**src/rtl/input_1x1_scheduler.sv**
```systemverilog
// Input-buffer sequencer for the 1x1 convolution: streams a frame into the channel-packed
// BRAM, then drains it pixel-by-pixel through a 2-entry skid FIFO that hides BRAM read latency.
module input_1x1_scheduler #(
    parameter int DATA_WIDTH   = 8,
    parameter int IN_CHANNELS  = 3,
    parameter int IN_WIDTH     = 5,
    parameter int IN_HEIGHT    = 5,
    parameter int READ_LATENCY = 1,
    localparam int PIXELS = IN_WIDTH * IN_HEIGHT,
    localparam int DEPTH  = PIXELS * IN_CHANNELS,
    localparam int WA     = (DEPTH > 1) ? $clog2(DEPTH) : 1,
    localparam int RA     = (PIXELS > 1) ? $clog2(PIXELS) : 1,
    localparam int PW     = DATA_WIDTH * IN_CHANNELS
) (
    input  logic                  clk,
    input  logic                  rst,
    input  logic                  start,
    output logic                  busy,
    output logic                  done,
    input  logic [DATA_WIDTH-1:0] s_data,
    input  logic                  s_valid,
    output logic                  s_ready,
    output logic [PW-1:0]         m_data,
    output logic                  m_valid,
    input  logic                  m_ready,
    output logic [DATA_WIDTH-1:0] bram_wr_data,
    output logic [WA-1:0]         bram_wr_addr,
    output logic                  bram_wr_en,
    output logic [RA-1:0]         bram_rd_addr,
    output logic                  bram_rd_en,
    input  logic [PW-1:0]         bram_rd_data
);

    localparam int RCW = $clog2(PIXELS + 1);

    localparam logic [1:0] S_IDLE  = 2'd0;
    localparam logic [1:0] S_LOAD  = 2'd1;
    localparam logic [1:0] S_DRAIN = 2'd2;
    localparam logic [1:0] S_DONE  = 2'd3;

    logic [1:0]     state;
    logic [WA-1:0]  wr_cnt;
    logic [RCW-1:0] rd_cnt;
    logic [PW-1:0]  fifo_head;
    logic [PW-1:0]  fifo_tail;
    logic [1:0]     count;
    logic           inflight;

    logic           pop;
    logic           push;
    logic           issue;
    logic           last_write;
    logic           last_pop;
    logic [2:0]     occupancy;

    assign s_ready      = (state == S_LOAD);
    assign busy         = (state == S_LOAD) || (state == S_DRAIN);
    assign done         = (state == S_DONE);
    assign bram_wr_en   = s_valid & s_ready;
    assign bram_wr_data = s_data;
    assign bram_wr_addr = wr_cnt;
    assign bram_rd_addr = rd_cnt[RA-1:0];
    assign bram_rd_en   = issue;
    assign m_valid      = (count != 2'd0);
    assign m_data       = fifo_head;
    assign pop          = m_valid & m_ready;

    // Read-issue and FIFO-push decisions; occupancy counts reads still in the BRAM pipeline.
    always_comb begin
        occupancy  = {1'b0, count} + {2'b00, inflight} - {2'b00, pop};
        issue      = (state == S_DRAIN) && (rd_cnt < RCW'(PIXELS)) && (occupancy < 3'd2);
        if (READ_LATENCY == 0) begin
            push = issue;
        end else begin
            push = inflight && (state == S_DRAIN);
        end
        last_write = bram_wr_en && (wr_cnt == WA'(DEPTH - 1));
        // Everything issued, nothing returning, one pixel left: this pop is the final one.
        last_pop   = pop && (rd_cnt == RCW'(PIXELS)) && (count == 2'd1) && !inflight;
    end

    // Frame sequencing and the write/read address counters.
    always_ff @(posedge clk) begin
        if (rst) begin
            state  <= S_IDLE;
            wr_cnt <= '0;
            rd_cnt <= '0;
        end else begin
            case (state)
                S_IDLE: begin
                    if (start) begin
                        state  <= S_LOAD;
                        wr_cnt <= '0;
                        rd_cnt <= '0;
                    end
                end
                S_LOAD: begin
                    if (bram_wr_en) begin
                        wr_cnt <= wr_cnt + WA'(1);
                    end
                    if (last_write) begin
                        state <= S_DRAIN;
                    end
                end
                S_DRAIN: begin
                    if (issue) begin
                        rd_cnt <= rd_cnt + RCW'(1);
                    end
                    if (last_pop) begin
                        state <= S_DONE;
                    end
                end
                S_DONE: begin
                    state <= S_IDLE;
                end
                default: begin
                    state <= S_IDLE;
                end
            endcase
        end
    end

    // Tracks a read issued this cycle whose data returns next cycle; a reset drops it.
    always_ff @(posedge clk) begin
        if (rst) begin
            inflight <= 1'b0;
        end else begin
            inflight <= (READ_LATENCY != 0) && issue;
        end
    end

    // Two-entry output FIFO, head always presented on m_data.
    always_ff @(posedge clk) begin
        if (rst) begin
            fifo_head <= '0;
            fifo_tail <= '0;
            count     <= 2'd0;
        end else begin
            case ({push, pop})
                2'b10: begin
                    if (count == 2'd0) begin
                        fifo_head <= bram_rd_data;
                    end else begin
                        fifo_tail <= bram_rd_data;
                    end
                    count <= count + 2'd1;
                end
                2'b01: begin
                    fifo_head <= fifo_tail;
                    count     <= count - 2'd1;
                end
                2'b11: begin
                    if (count == 2'd1) begin
                        fifo_head <= bram_rd_data;
                    end else begin
                        fifo_head <= fifo_tail;
                        fifo_tail <= bram_rd_data;
                    end
                end
                default: begin
                    count <= count;
                end
            endcase
        end
    end

endmodule

```
**config.mk**
```make
export PLATFORM = sky130hd
export DESIGN_NAME = input_1x1_scheduler
export DESIGN_NICKNAME = d
export VERILOG_FILES = /design/src/rtl/input_1x1_scheduler.sv
export SDC_FILE = /design/constraint.sdc
export NUM_CORES = 1
export LEC_CHECK = 0
export BUFFER_PORTS_ARGS = -buffer_cell sky130_fd_sc_hd__buf_2
export CAP_MARGIN = 20
export CORE_ASPECT_RATIO = 1.5
export CORE_MARGIN = 8
export CORE_UTILIZATION = 58
export CTS_BUF_LIST = sky130_fd_sc_hd__clkbuf_4 sky130_fd_sc_hd__clkbuf_8
export DETAILED_ROUTE_END_ITERATION = 6
export PLACE_DENSITY = 0.87
export RECOVER_POWER = 25
export SKIP_LAST_GASP = 1
export SYNTH_ARGS = -nofsm -noshare
export SYNTH_HDL_FRONTEND = slang
export SYNTH_SLANG_ARGS = --single-unit
```
**constraint.sdc**
```tcl
create_clock -name clk -period 7.4 [get_ports clk]
set_clock_uncertainty 0.2 [all_clocks]
set_input_delay 0.74 -clock clk [delete_from_list [all_inputs] [get_ports clk]]
set_output_delay 0.74 -clock clk [all_outputs]
set_load 0.005 [all_outputs]
```
**Word level (Yosys, flattened, before mapping)**

Index checks and enable logic that the tools add are counted.

- Add/sub/neg operators: 6
- $lt $le $gt $ge: 2
- Equal/unequal tests: 17
- Mux-type cells: 17
- Bitwise operators: 2
- Reduce and logical (&&, ||, !) cells: 22

Operators by type and width:

| operator | number |
|---|---|
| 2-to-1 mux 24 bit | 4 |
| case mux 24 bit (3 select lines) | 1 |
| case mux 24 bit (2 select lines) | 1 |
| 2-to-1 mux 7 bit | 2 |
| case mux 7 bit (2 select lines) | 1 |
| != test 2 bit (second input constant) | 6 |
| AND reduction 3 bit | 4 |
| 2-to-1 mux 5 bit | 2 |
| case mux 5 bit (2 select lines) | 1 |
| nonzero test 2 bit | 5 |
| == test 2 bit (second input constant) | 4 |
| case mux 2 bit (4 select lines) | 1 |
| adder 7 x 1 -> 7 bit (second input constant) | 1 |
| == test 7 bit (second input constant) | 1 |
| logical AND 1 bit | 7 |
| == test 2 x 1 -> 1 bit (second input constant) | 3 |
| 2-to-1 mux 2 bit | 3 |
| adder 5 x 1 -> 5 bit (second input constant) | 1 |
| == test 5 bit (second input constant) | 1 |
| < comparator 5 bit (second input constant) | 1 |
| zero test 2 bit | 2 |
| != test 2 x 1 -> 1 bit (second input constant) | 2 |
| case mux 2 bit (2 select lines) | 1 |
| adder 2 x 1 -> 3 bit | 1 |
| other kinds (9) | 10 |

- Flip-flop bits (word level): 65
- Input port bits: 37
- Output and inout bits: 50
- Word-level logic and storage cells: 73

**Logic depth before layout (Yosys ltp)**

- Depth after elaboration: 7
- Depth in mapped cells: 12
- Depth with buffers taken out: 10

**Worst setup path before layout**

No wires, ideal clock.

- Path type: register to output
- From: register count[1]
- To: output bram_rd_en
- Data arrival time: 2.231 ns
- Data required time: 6.460 ns
- Path slack: 4.229 ns
- Cell stages (with the launch flop): 12
- Path buffers: 2
- Cells stage by stage: dfxtp_1 -> inv_1 -> ha_1 -> buf_2 -> nand2b_1 -> buf_4 -> nor2_1 -> o21ai_0 -> fa_1 -> xnor2_1 -> nand3_1 -> nor2_1

- Longest elaborated chain between the ends: 5
- Elaborated cells on any way between the ends: 6
- Classes of those cells: add/sub: 2; order compare: 1; bitwise: 1; reduce/logical: 2

Ends and longest elaborated chain:

| item | RTL line | text |
|---|---|---|
| start: declaration | 46 | `logic [1:0] count;` |
| start signal: assignment | 146 | `count <= count + 2'd1;` |
| start signal: assignment | 150 | `count <= count - 2'd1;` |
| start signal: assignment | 161 | `count <= count;` |
| parallel branches: the longest is 2 deep, another holds adder 2 x 1 -> 3 bit | n/a |  |
| subtractor 3 x 1 -> 3 bit * | 70 | `occupancy = {1'b0, count} + {2'b00, inflight} - {2'b00, pop};` |
| < comparator 3 x 2 -> 1 bit * | 71 | `issue = (state == S_DRAIN) && (rd_cnt < RCW'(PIXELS)) && (occupancy < 3'd2);` |
| logical AND 1 bit * | 71 |  |
| end: declaration | 30 | `output logic bram_rd_en,` |

Every way passes the cells marked *.

**Worst setup path in the final report**

Ends and elaborated chain as after synthesis.

==> run metrics <==
outcome=finished clean; Die Ht=~100 um; GRT Total Usage=19.4%; max incr delay on CP=between 600 and 700 ps; Final Hold Viols=0; FMAX=244 MHz; Hold Path Depth=2; Unique masters post-synth=43; post-route DRC violation count=0; r2r endpoint=m_data[13]; CTS Root Cell=clkbuf_8; Hold Startpoint=fifo_tail[21]; crit path DAT=~3200 ps; clock slew at reported path FFs=70 ps; CP max-delay cell=ha_1; CP endpoint kind=output port; unrepaired setup endpoints after global routing=false; # port buffers=70; class of the worst hold path=flop to flop; first-pass GRT wire length=about 12000 um; Layout Cells excl Fill=~480; Cell Pwr Density=381 nW/um^2; CTS tree=yes; Yosys reg bits=65; cell taking the most area after synthesis=dfxtp_1; simple-gate share of the synthesized area=19.2%; post-synthesis sequential area ratio=between 40% and 50%; final worst-path cycle share=55.4%; Inserted Clock Buffers=9; largest net degree at the start of global routing=60; total grt overflow=0; Max Used Layer=met4; Main synth FF type=dfxtp_1; CTS Hold Buffers Added=0; reg2reg setup slack=3750 ps; CTS max path bufs=2; CTS sink count=65; Die X=roughly 75 um; ANT cells=0; area delta synth->final=16.2%; DRT iter0 DRCs=between 400 and 500; post-synth top area share=42.7%; CTS H-tree depth=3; NumNets Final=around 460; post-synthesis adder-cell area fraction=under 10%; Worst Tran Pin Value=around 1100 ps; io pins=87; number of global-route vias before repair=2840; Slew Limit Fails=0; ANT nets after route=0; Crit path required time=between 6000 and 7000 ps; DR WL met3=560 um; setup violators final=0; Resized cells post-CTS=0; share of cells above drive strength 1=21.8%; Starting Density=roughly 59%; Critical Path, Cell by Cell=inv_1 -> ha_1 -> nand2b_1 -> and2_0 -> o21ai_0 -> fa_1 -> xnor2_1 -> nand3_1 -> nor2_1 -> buf_2; post-synth net total=between 400 and 500; DR vias/cell=5.93; TritonRoute pass-1 iters=5; Synth Area in Compound Gates=a little over a fifth; global placer's final weighted congestion=0.780; WL final=approximately 7500 um; Gate Count Post-Synth=approximately 360; EDFF count, synth=0; Skew-Pair Late Insertion Delay=about 340 ps; total number of vias=approximately 2800; worst hold endpoint=fifo_tail[21]; mux contribution to synthesized area=approximately 1.0%; largest family of logic cells by synthesized area=compound AO/OA/AOI/OAI gates; Setup Fix Bufs, Post-CTS=0; maximum VDD drop=approximately 270 uV; placed wire-length estimate=roughly 5100 um; reg-to-reg startpoint=count[1]; Leak=~0.0014 uW; CORE AREA=roughly 5000 sq um; placed cell count=461; yosys warns=0; setup TNS=0 ps; min cycle time layout=a little over 4000 ps; Crit Path Class=flop to output port; post-synthesis async set-or-reset flop share=0%; die area=7870 sq um; metal1 wirelength=roughly 3000 um; met2 wire length=3800 um; synthesized cell area=slightly above 3000 sq um; initial antenna violation count=0; Reg2Reg Depth=6; wire per inst=between 15 and 20 um; Crit Path Max Fanout=27; Max-cap violations=0; startpoint type of the worst setup path=flop; post-synthesis xor/xnor area fraction=under 10%; row count=32; Area contributors post-synth=dfxtp_1 (43%), a221oi_1 (6.9%), a21oi_1 (5.1%); max_slew headroom=approximately 30%; syn_area_per_cell=between 8 and 9 sq um
[cell type report]
class | instances | area (sq um)
clock buffers | 12 | 153
clock inverters | 3 | 65.1
fillers | 454 | 1590
inverters | 13 | 48.8
multi-input cells | 245 | 1530
flip-flops and latches | 65 | 1300
well taps | 68 | 85.1
repair buffers | 71 | 357
[routing by layer]
metal / vias to the layer above / GRT usage [%]
met5: - / 0
li1: 1376 / -
met2: 103 / 32.4
met3: 13 / 5.65
met4: 0 / 9.94
met1: 1338 / 21.0
[logic make-up (layout without fill, tap and decap cells)]
kind of cell / Yosys count / count (layout)
xor gates and xnor gates: 8 / 8
muxes: 3 / 3
and+or+nand+nor: 121 / 121
buffers and inverters: 47 / 99
DFF: 65 / 65
AOI/OAI and AO/OA: 100 / 100
adders and majority gates: 13 / 13
[Yosys cell counts, drive strengths merged, types with 6 or more instances]
cell	count
inv	12
ha	12
nor2	37
o21ai	32
dfxtp	65
nor3	28
buf	24
a221oi	24
xnor2	6
clkbuf	10
nand3	31
a21oi	33
[power breakdown]
part	switching [uW]	total (uW)	internal, uW	leakage (uW)
Clock	130	334	204	0.000113
Combinational	348	537	188	0.000725
Sequential	49.8	476	427	0.000525
[flip-flops by register name (all words and copies together) (netlist names)]
register,count
state,2
fifo_tail,24
count,2
inflight,1
m_data,24
bram_wr_addr,7
bram_rd_addr,5
[critical path: cells and delay by family, from the launching register on]
kind                     cells  cell delay (ps)
flip-flops                   1              340
AND/OR/NAND/NOR              4              810
buffers and inverters        2              220
adder cells (fa/ha/maj)      2             1050
AO/OA/AOI/OAI                1               90
XOR/XNOR                     1              300
[cell usage in the layout, fill, tap and decap left out, types with 3 or more instances in the layout]
master / instances
a21oi_1: 31
a221oi_1: 24
buf_2: 63
clkbuf_1: 7
clkbuf_8: 10
dfxtp_1: 65
ha_1: 12
inv_1: 11
nand2_1: 5
nand3_1: 31
nand3b_1: 3
nor2_1: 37
nor3_1: 28
o21ai_0: 29
o31ai_1: 3
xnor2_1: 6
[stage by stage]
step | instance area, sq um | setup WS (ps) | total power [uW] | hold slack (ps) | utilization (%)
finish | 3540 | 3300 | 1350 | 283 | 69.0
global route | 3540 | 3070 | 1440 | 296 | 69.0
CTS | 3530 | 3320 | 1350 | 279 | 68.9
detailed placement | 3310 | 3690 | 1020 | 270 | 64.7
global placement | 3310 | 3720 | 1000 | 260 | 64.7
floorplan | 3050 | 4230 | 863 | 254 | -
[worst max-delay path by stage]
stage	start	to	depth (start not counted)
2_1_floorplan	count[1]	bram_rd_en	11
6_report	count[1]	bram_rd_en	10
4_1_cts	count[1]	bram_rd_en	10
5_1_grt	count[1]	bram_rd_en	10
3_5_place_dp	count[1]	bram_rd_en	10
3_3_place_gp	count[1]	bram_rd_en	10
Note: power is estimated with default switching activity, not from simulation.
